$ cat config.mk
export PLATFORM = sky130hd
export DESIGN_NAME = rv_iopmp_match_sequencer
export DESIGN_NICKNAME = d
export VERILOG_FILES = /design/src/rtl/rv_iopmp_match_sequencer.sv
export SDC_FILE = /design/constraint.sdc
export NUM_CORES = 1
export LEC_CHECK = 0
export CAP_MARGIN = 20
export CELL_PAD_IN_SITES_DETAIL_PLACEMENT = 1
export CELL_PAD_IN_SITES_GLOBAL_PLACEMENT = 1
export CORE_MARGIN = 4
export CORE_UTILIZATION = 28
export CTS_CLUSTER_SIZE = 30
export DETAILED_ROUTE_END_ITERATION = 16
export PLACE_DENSITY_LB_ADDON = 0.1
export SLEW_MARGIN = 30
export SYNTH_ARGS = -nofsm -noshare
export SYNTH_HDL_FRONTEND = slang
export SYNTH_SLANG_ARGS = --single-unit
$ cat constraint.sdc
create_clock -name clk_i -period 1.9 [get_ports clk_i]
set_clock_uncertainty 0.05 [all_clocks]
set_input_delay 0.57 -clock clk_i [delete_from_list [all_inputs] [get_ports clk_i]]
set_output_delay 0.57 -clock clk_i [all_outputs]
set_load 0.02 [all_outputs]
$ cat src/rtl/rv_iopmp_match_sequencer.sv
// Windowed IOPMP match sequencer: steps the analyzer window across all entries and returns
// a registered allow/error response. Optional macro RV_IOPMP_SEQ_CONST_LATENCY_EN scans all windows.
module rv_iopmp_match_sequencer #(
    parameter int unsigned SID_WIDTH              = 8,
    parameter int unsigned ADDR_WIDTH             = 64,
    parameter int unsigned NUMBER_ENTRIES         = 32,
    parameter int unsigned NUMBER_ENTRY_ANALYZERS = 8
) (
    input  logic                  clk_i,
    input  logic                  rst_i,
    input  logic                  enable_i,
    input  logic                  req_valid_i,
    output logic                  req_ready_o,
    input  logic [ADDR_WIDTH-1:0] req_addr_i,
    input  logic [SID_WIDTH-1:0]  req_sid_i,
    input  logic [2:0]            req_access_i,
    output logic [ADDR_WIDTH-1:0] dl_addr_o,
    output logic [SID_WIDTH-1:0]  dl_sid_o,
    output logic [2:0]            dl_access_o,
    output logic                  dl_enable_o,
    output logic [8:0]            entry_offset_o,
    input  logic                  dl_allow_i,
    input  logic                  dl_err_i,
    input  logic [2:0]            dl_err_type_i,
    input  logic [15:0]           dl_err_entry_i,
    output logic                  rsp_valid_o,
    input  logic                  rsp_ready_i,
    output logic                  rsp_allow_o,
    output logic                  rsp_err_o,
    output logic [2:0]            rsp_err_type_o,
    output logic [15:0]           rsp_err_entry_o,
    output logic                  busy_o
);

    localparam logic [8:0] LastOffset = 9'(NUMBER_ENTRIES - NUMBER_ENTRY_ANALYZERS);
    localparam logic [8:0] Step       = 9'(NUMBER_ENTRY_ANALYZERS);
    localparam logic [2:0] ErrNoHit   = 3'd5;

    typedef enum logic [1:0] {StIdle, StScan, StResp} state_e;

    state_e      state_q;
    logic        last_win;
    logic        decisive;
    logic        win_allow;
    logic        win_err;
    logic [2:0]  win_err_type;
    logic [15:0] win_err_entry;
    logic        hit_q;

    assign last_win = (entry_offset_o == LastOffset);
    assign decisive = dl_allow_i || (dl_err_i && (dl_err_type_i != ErrNoHit));

    // Result of the current window; only meaningful when decisive or on the last window,
    // where a silent window becomes a forced no-hit error.
    always_comb begin
        win_allow     = dl_allow_i;
        win_err       = !dl_allow_i;
        win_err_type  = '0;
        win_err_entry = '0;
        if (!dl_allow_i) begin
            if (dl_err_i) begin
                win_err_type  = dl_err_type_i;
                win_err_entry = dl_err_entry_i;
            end else begin
                win_err_type  = ErrNoHit;
            end
        end
    end

    always_ff @(posedge clk_i) begin
        if (rst_i) begin
            state_q         <= StIdle;
            req_ready_o     <= 1'b1;
            busy_o          <= 1'b0;
            dl_enable_o     <= 1'b0;
            dl_addr_o       <= '0;
            dl_sid_o        <= '0;
            dl_access_o     <= '0;
            entry_offset_o  <= '0;
            rsp_valid_o     <= 1'b0;
            rsp_allow_o     <= 1'b0;
            rsp_err_o       <= 1'b0;
            rsp_err_type_o  <= '0;
            rsp_err_entry_o <= '0;
            hit_q           <= 1'b0;
        end else begin
            unique case (state_q)
                StIdle: begin
                    if (req_valid_i) begin
                        dl_addr_o      <= req_addr_i;
                        dl_sid_o       <= req_sid_i;
                        dl_access_o    <= req_access_i;
                        entry_offset_o <= '0;
                        req_ready_o    <= 1'b0;
                        busy_o         <= 1'b1;
                        hit_q          <= 1'b0;
                        if (enable_i) begin
                            state_q     <= StScan;
                            dl_enable_o <= 1'b1;
                        end else begin
                            state_q         <= StResp;
                            rsp_valid_o     <= 1'b1;
                            rsp_allow_o     <= 1'b1;
                            rsp_err_o       <= 1'b0;
                            rsp_err_type_o  <= '0;
                            rsp_err_entry_o <= '0;
                        end
                    end
                end
                StScan: begin
                    // hit_q keeps the first decisive window from being overwritten
                    if (!hit_q && (decisive || last_win)) begin
                        rsp_allow_o     <= win_allow;
                        rsp_err_o       <= win_err;
                        rsp_err_type_o  <= win_err_type;
                        rsp_err_entry_o <= win_err_entry;
                    end
`ifdef RV_IOPMP_SEQ_CONST_LATENCY_EN
                    if (decisive) begin
                        hit_q <= 1'b1;
                    end
                    if (last_win) begin
                        state_q     <= StResp;
                        dl_enable_o <= 1'b0;
                        rsp_valid_o <= 1'b1;
                        hit_q       <= 1'b0;
                    end else begin
                        entry_offset_o <= entry_offset_o + Step;
                    end
`else
                    if (decisive || last_win) begin
                        state_q     <= StResp;
                        dl_enable_o <= 1'b0;
                        rsp_valid_o <= 1'b1;
                    end else begin
                        entry_offset_o <= entry_offset_o + Step;
                    end
`endif
                end
                StResp: begin
                    if (rsp_ready_i) begin
                        state_q        <= StIdle;
                        rsp_valid_o    <= 1'b0;
                        busy_o         <= 1'b0;
                        req_ready_o    <= 1'b1;
                        entry_offset_o <= '0;
                    end
                end
                default: begin
                    state_q <= StIdle;
                end
            endcase
        end
    end

endmodule

### Word-level counts from Yosys, hierarchy flattened

Cells that the tools add are included.

* output and inout bits: 109
* logic and storage cells: 80
* bits in registers: 111

* reduce and logical (&&, ||, !) cells: 15
* eq/ne operators: 10
* multiplexer cells: 41
* add/subtract/negate cells: 1

Operators with widths (count)
* $mux 16: 5
* $pmux 16 s2: 1
* $mux 9: 3
* $pmux 9 s3: 1
* $mux 3: 5
* $mux 1: 14
* $ne 2x2->1 const B: 6
* $reduce_and 4->1: 3
* $pmux 1 s2: 5
* $add 9x4->9 const B: 1
* $eq 9x5->1 const B: 1
* $mux 2: 4
* $pmux 2 s3: 1
* $pmux 3 s2: 1
* $reduce_and 3->1: 2
* $reduce_and 5->1: 1
* $reduce_bool 2->1: 2
* $ne 3x3->1 const B: 1
* $pmux 1 s3: 1
* $reduce_bool 3->1: 1
* $eq 2x1->1 const B: 1
* $eq 2x2->1 const B: 1
* $logic_not 2->1: 1
* $logic_or 1x1->1: 2
* 3 further kinds: 3

### Longest topological paths before layout

* depth in word-level cells: 6
* gate-level depth with buffers: 7
* depth with buffers taken out: 4

### Worst setup path before layout

Ideal clock, no wire load.

* path type: input -> register
* start point: input dl_allow_i
* end point: register rsp_err_entry_o[10]
* stages on the path: 5
* setup time: 0.074 ns
* arrival: 1.669 ns
* setup slack: 0.107 ns
* data required time: 1.776 ns
* cell sequence: clkbuf_1 -> nor4b_2 -> buf_4 -> a31oi_1 -> o21ai_0

* word-level cells in the longest chain between the ends: 4
* elaborated cells between the ends (all ways): 7
* classes of those cells: eq/ne: 1; mux: 3; reduce/logical: 3

RTL lines
* from (decl): RTL line 22 `input logic dl_allow_i,`
* $logic_or 1x1->1: RTL line 51 `assign decisive = dl_allow_i || (dl_err_i && (dl_err_type_i != ErrNoHit));`
* $logic_or 1x1->1: RTL line 112 `if (!hit_q && (decisive || last_win)) begin`
* $ne 2x2->1 (no source line)
* $reduce_and 4->1 (no source line)
* to (signal assigned): RTL line 116 `rsp_err_entry_o <= win_err_entry;`
* to (decl): RTL line 31 `output logic [15:0] rsp_err_entry_o,`

Parallel ways exist; a longest one is shown, timed or not. The select of a mux whose other input is x is not followed.
A chain may end at the register's enable or synchronous reset.

### Final worst setup path

* start point: input dl_err_type_i[2]
* end point: register rsp_err_entry_o[5]

* word-level cells in the longest chain between the ends: 6

RTL lines
* from (decl): RTL line 24 `input logic [2:0] dl_err_type_i,`
* $ne 3x3->1: RTL line 51
* $logic_and 1x1->1: RTL line 51
* $logic_or 1x1->1: RTL line 51
* $logic_or 1x1->1: RTL line 112
* $ne 2x2->1 (no source line)
* $reduce_and 4->1 (no source line)

No other way between the ends.

==> run_results.csv <==
group,metric,value,unit
status,status,"finished clean",
yosys,synthArstFlopShare,0,%
global_route,grt_pass1_vias,4745,
yosys,syn_area,4300,um2
floorplan,rows,45,
global_route,track_usage,17.2,%
drt,routed_wl,15200,um
floorplan,boundaryPins,210,
sta,period_share,96.7,%
worst_setup_path,critPathRequiredTime,2.07,ns
floorplan,dieArea,17400,um2
worst_setup_path,critPathKind,"in -> reg",
worst_setup_path,cp_slowest_cell,"clkdlybuf4s50_1",
yosys,yosysWarnings,0,
worst_setup_path,critPathCaptureType,"register",
drt,avgRoutedWirePerCell,16.2,um
cts,clkSinkCount,108,
finish,diodes,0,
floorplan,fp.dieH,132,um
yosys,synthCells,542,
pwr,p_leak,3.01,nW
cts,cts_buffers,9,
floorplan,core,15100,um2
drt,drtAntennaViolNets,0,
sta,rsz0062_at_grt,"no",
placed_design,dp_hpwl,11200,um
drt,avgViaCountPerCell,4.79,
sta,setup_viol,0,
yosys,synth.distinct_cells,38,
global_route,antenna_found_initial,0,
yosys,synth_top_area_cell,"dfxtp_1",
worst_setup_path,slowest_delay,0.49,ns
yosys,synth_area_per_cell,7.94,um2
placed_design,gp_congestion,0.730,
cts,cts_buffer_depth,2,
sta,fmax,544,MHz
cts,clock_latency,0.35,ns
yosys,synth.area.top_cells,"dfxtp_1, nand2_1, a21oi_1, nand3b_1, a31oi_1",
sta,fin_crit,1.84,ns
pwr,ir_worst_vdd,381,uV
yosys,synth_seq_cells,108,
worst_setup_path,path_cells,"clkdlybuf4s50_1 -> nand3b_1 -> a22o_4 -> buf_6 -> a31oi_2 -> o21ai_0",
sta,setup_slack,0.0628,ns
worst_setup_path,crit_buf_inv,2,
worst_setup_path,critPathLaunchType,"primary input",
cts,cts_hold_buf,0,
placed_design,dp_slack,-0.404,ns
pwr,power_density,787,nW/um2
placed_design,io_buffers,206,
yosys,ys_seq_area_share,50.3,%
cts,root_buffer,"clkbuf_16",
yosys,synth_commonest_cells,"nand2_1, dfxtp_1, a21oi_1",
drt,drt_iter0_drc,180,
global_route,grt_pass1_wl,24600,um
yosys,synthMostInstantiatedCell,"nand2_1",
drt,drc,0,
job,maxCapViolCount,0,
worst_setup_path,worstPathMaxFanout,15,
finish,utilization,45.6,%
yosys,synth_edf_count,0,
worst_setup_path,crit_family,"buffers and inverters",
drt,firstDrtPassIters,4,
cts,clk_pin_slew,0.08,ns
min_path,hold_path_class,"reg -> reg",
drt,route.vias.total,4478,
sta,finalHoldViolCount,0,
cts,ctsHtreeMaxLevel,3,
min_path,holdPathStages,2,
worst_setup_path,critical_path_depth,6,
global_route,gr-total-overflow,0,
yosys,ys.flop_type,"dfxtp_1",
floorplan,initial_core_util,28.4,%
sta,slew_violations,0,
finish,layout.nets,845,
global_route,grt_max_degree,66,
worst_setup_path,crit_arrival,2.01,ns
yosys,synth_top_area_share,50.3,%
cts,cts_tree,"done",
floorplan,die_w,132,um
worst_setup_path,r2r.worst_path.cells,6,
finish,area.growth.synth_to_final,60.4,%
finish,drive_gt1_share,7.90,%
[area by class of cell]
| type | instances | area, um2 |
|---|---|---|
| fillers | 1836 | 8250 |
| multi-input cells | 389 | 1990 |
| inverters | 3 | 11.3 |
| flip-flops and latches | 108 | 2160 |
| clock inverters | 3 | 46.3 |
| well taps | 188 | 235 |
| clock buffers | 12 | 256 |
| repair buffers | 232 | 2200 |
[sequential cells by signal, summed over array words and instances (netlist names)]
signal	count
req_ready_o	1
dl_enable_o	1
dl_addr_o	64
busy_o	1
dl_access_o	3
rsp_err_o	1
rsp_allow_o	1
entry_offset_o	6
rsp_err_type_o	3
rsp_valid_o	1
dl_sid_o	8
state_q	2
rsp_err_entry_o	16
[path summary, 6_finish.rpt]
kind / start / endpoint / slack (ns)
worst max-delay path: dl_err_type_i[2] / rsp_err_entry_o[5] / 0.06
worst min-delay path: dl_addr_o[32] / dl_addr_o[32] / 0.40
worst max register to register: entry_offset_o[5] / rsp_err_entry_o[13] / 0.21
worst min register to register: dl_addr_o[32] / dl_addr_o[32] / 0.40
[metal layers]
| layer | global-route usage [%] | wire length, um | part of all wire (%) | vias up |
|---|---|---|---|---|
| li1 | - | - | - | 2202 |
| met4 | 4.49 | 161 | 1.1 | 0 |
| met2 | 29.8 | 7550 | 50 | 137 |
| met3 | 6.91 | 1370 | 9.0 | 12 |
| met1 | 19.6 | 6090 | 40 | 2127 |
| met5 | 0 | 0 | 0 | - |
[worst reg2reg max path, stage by stage, from the launching register on]
cell      delay, ns
dfxtp_1        0.38
nor4_2         0.26
buf_4          0.17
a221oi_4       0.07
buf_4          0.16
nor2_4         0.30
o21ai_0        0.16
[placed cells by master, fill, tap and decap left out, types with 14 or more instances in the layout]
master,synthesis,layout
nand2_1,175,175
o21ai_0,20,18
buf_4,6,20
a31oi_1,16,14
clkdlybuf4s50_1,0,95
dfxtp_1,108,108
a21oi_1,86,86
nand3b_1,20,20
nor2_1,21,21
dlygate4sd2_1,0,107
[stage by stage]
stage               power, mW  instance area [um2]  setup TNS [ns]  std cells  hold WS [ns]
floorplan                3.01                 4310               0        544         0.483
global placement         3.61                 6660          -29.48        919         0.391
detailed placement       3.64                 6660          -31.70        919         0.396
CTS                      5.52                 6850               0        934         0.403
global route             5.68                 6900               0        935         0.420
finish                   5.43                 6900               0        935         0.401
[cell families (layout without fill, tap and decap cells)]
group | after synthesis | after routing | synth area share, %
compound gates | 132 | 132 | 17.3
buf+inv | 47 | 250 | 4.89
mux | 7 | 7 | 1.66
other cells | 1 | 3 | 0.0872
flops | 108 | 108 | 50.3
simple gates | 246 | 246 | 25.5
fa+ha+maj | 1 | 1 | 0.291
[report_power, final]
part	switching [mW]	internal, mW
Sequential	0.0662	2.39
Combinational	0.560	0.469
Clock	0.851	1.09
[repair_timing]
item / 4_1_cts / 5_1_grt
pin swaps: 0 / 3
buffers inserted: 0 / 1
setup endpoints to repair: 111 / 8
gates resized for setup: 111 / 10
cloned: 0 / 0
No activity file was read; power rests on OpenSTA's default activity.
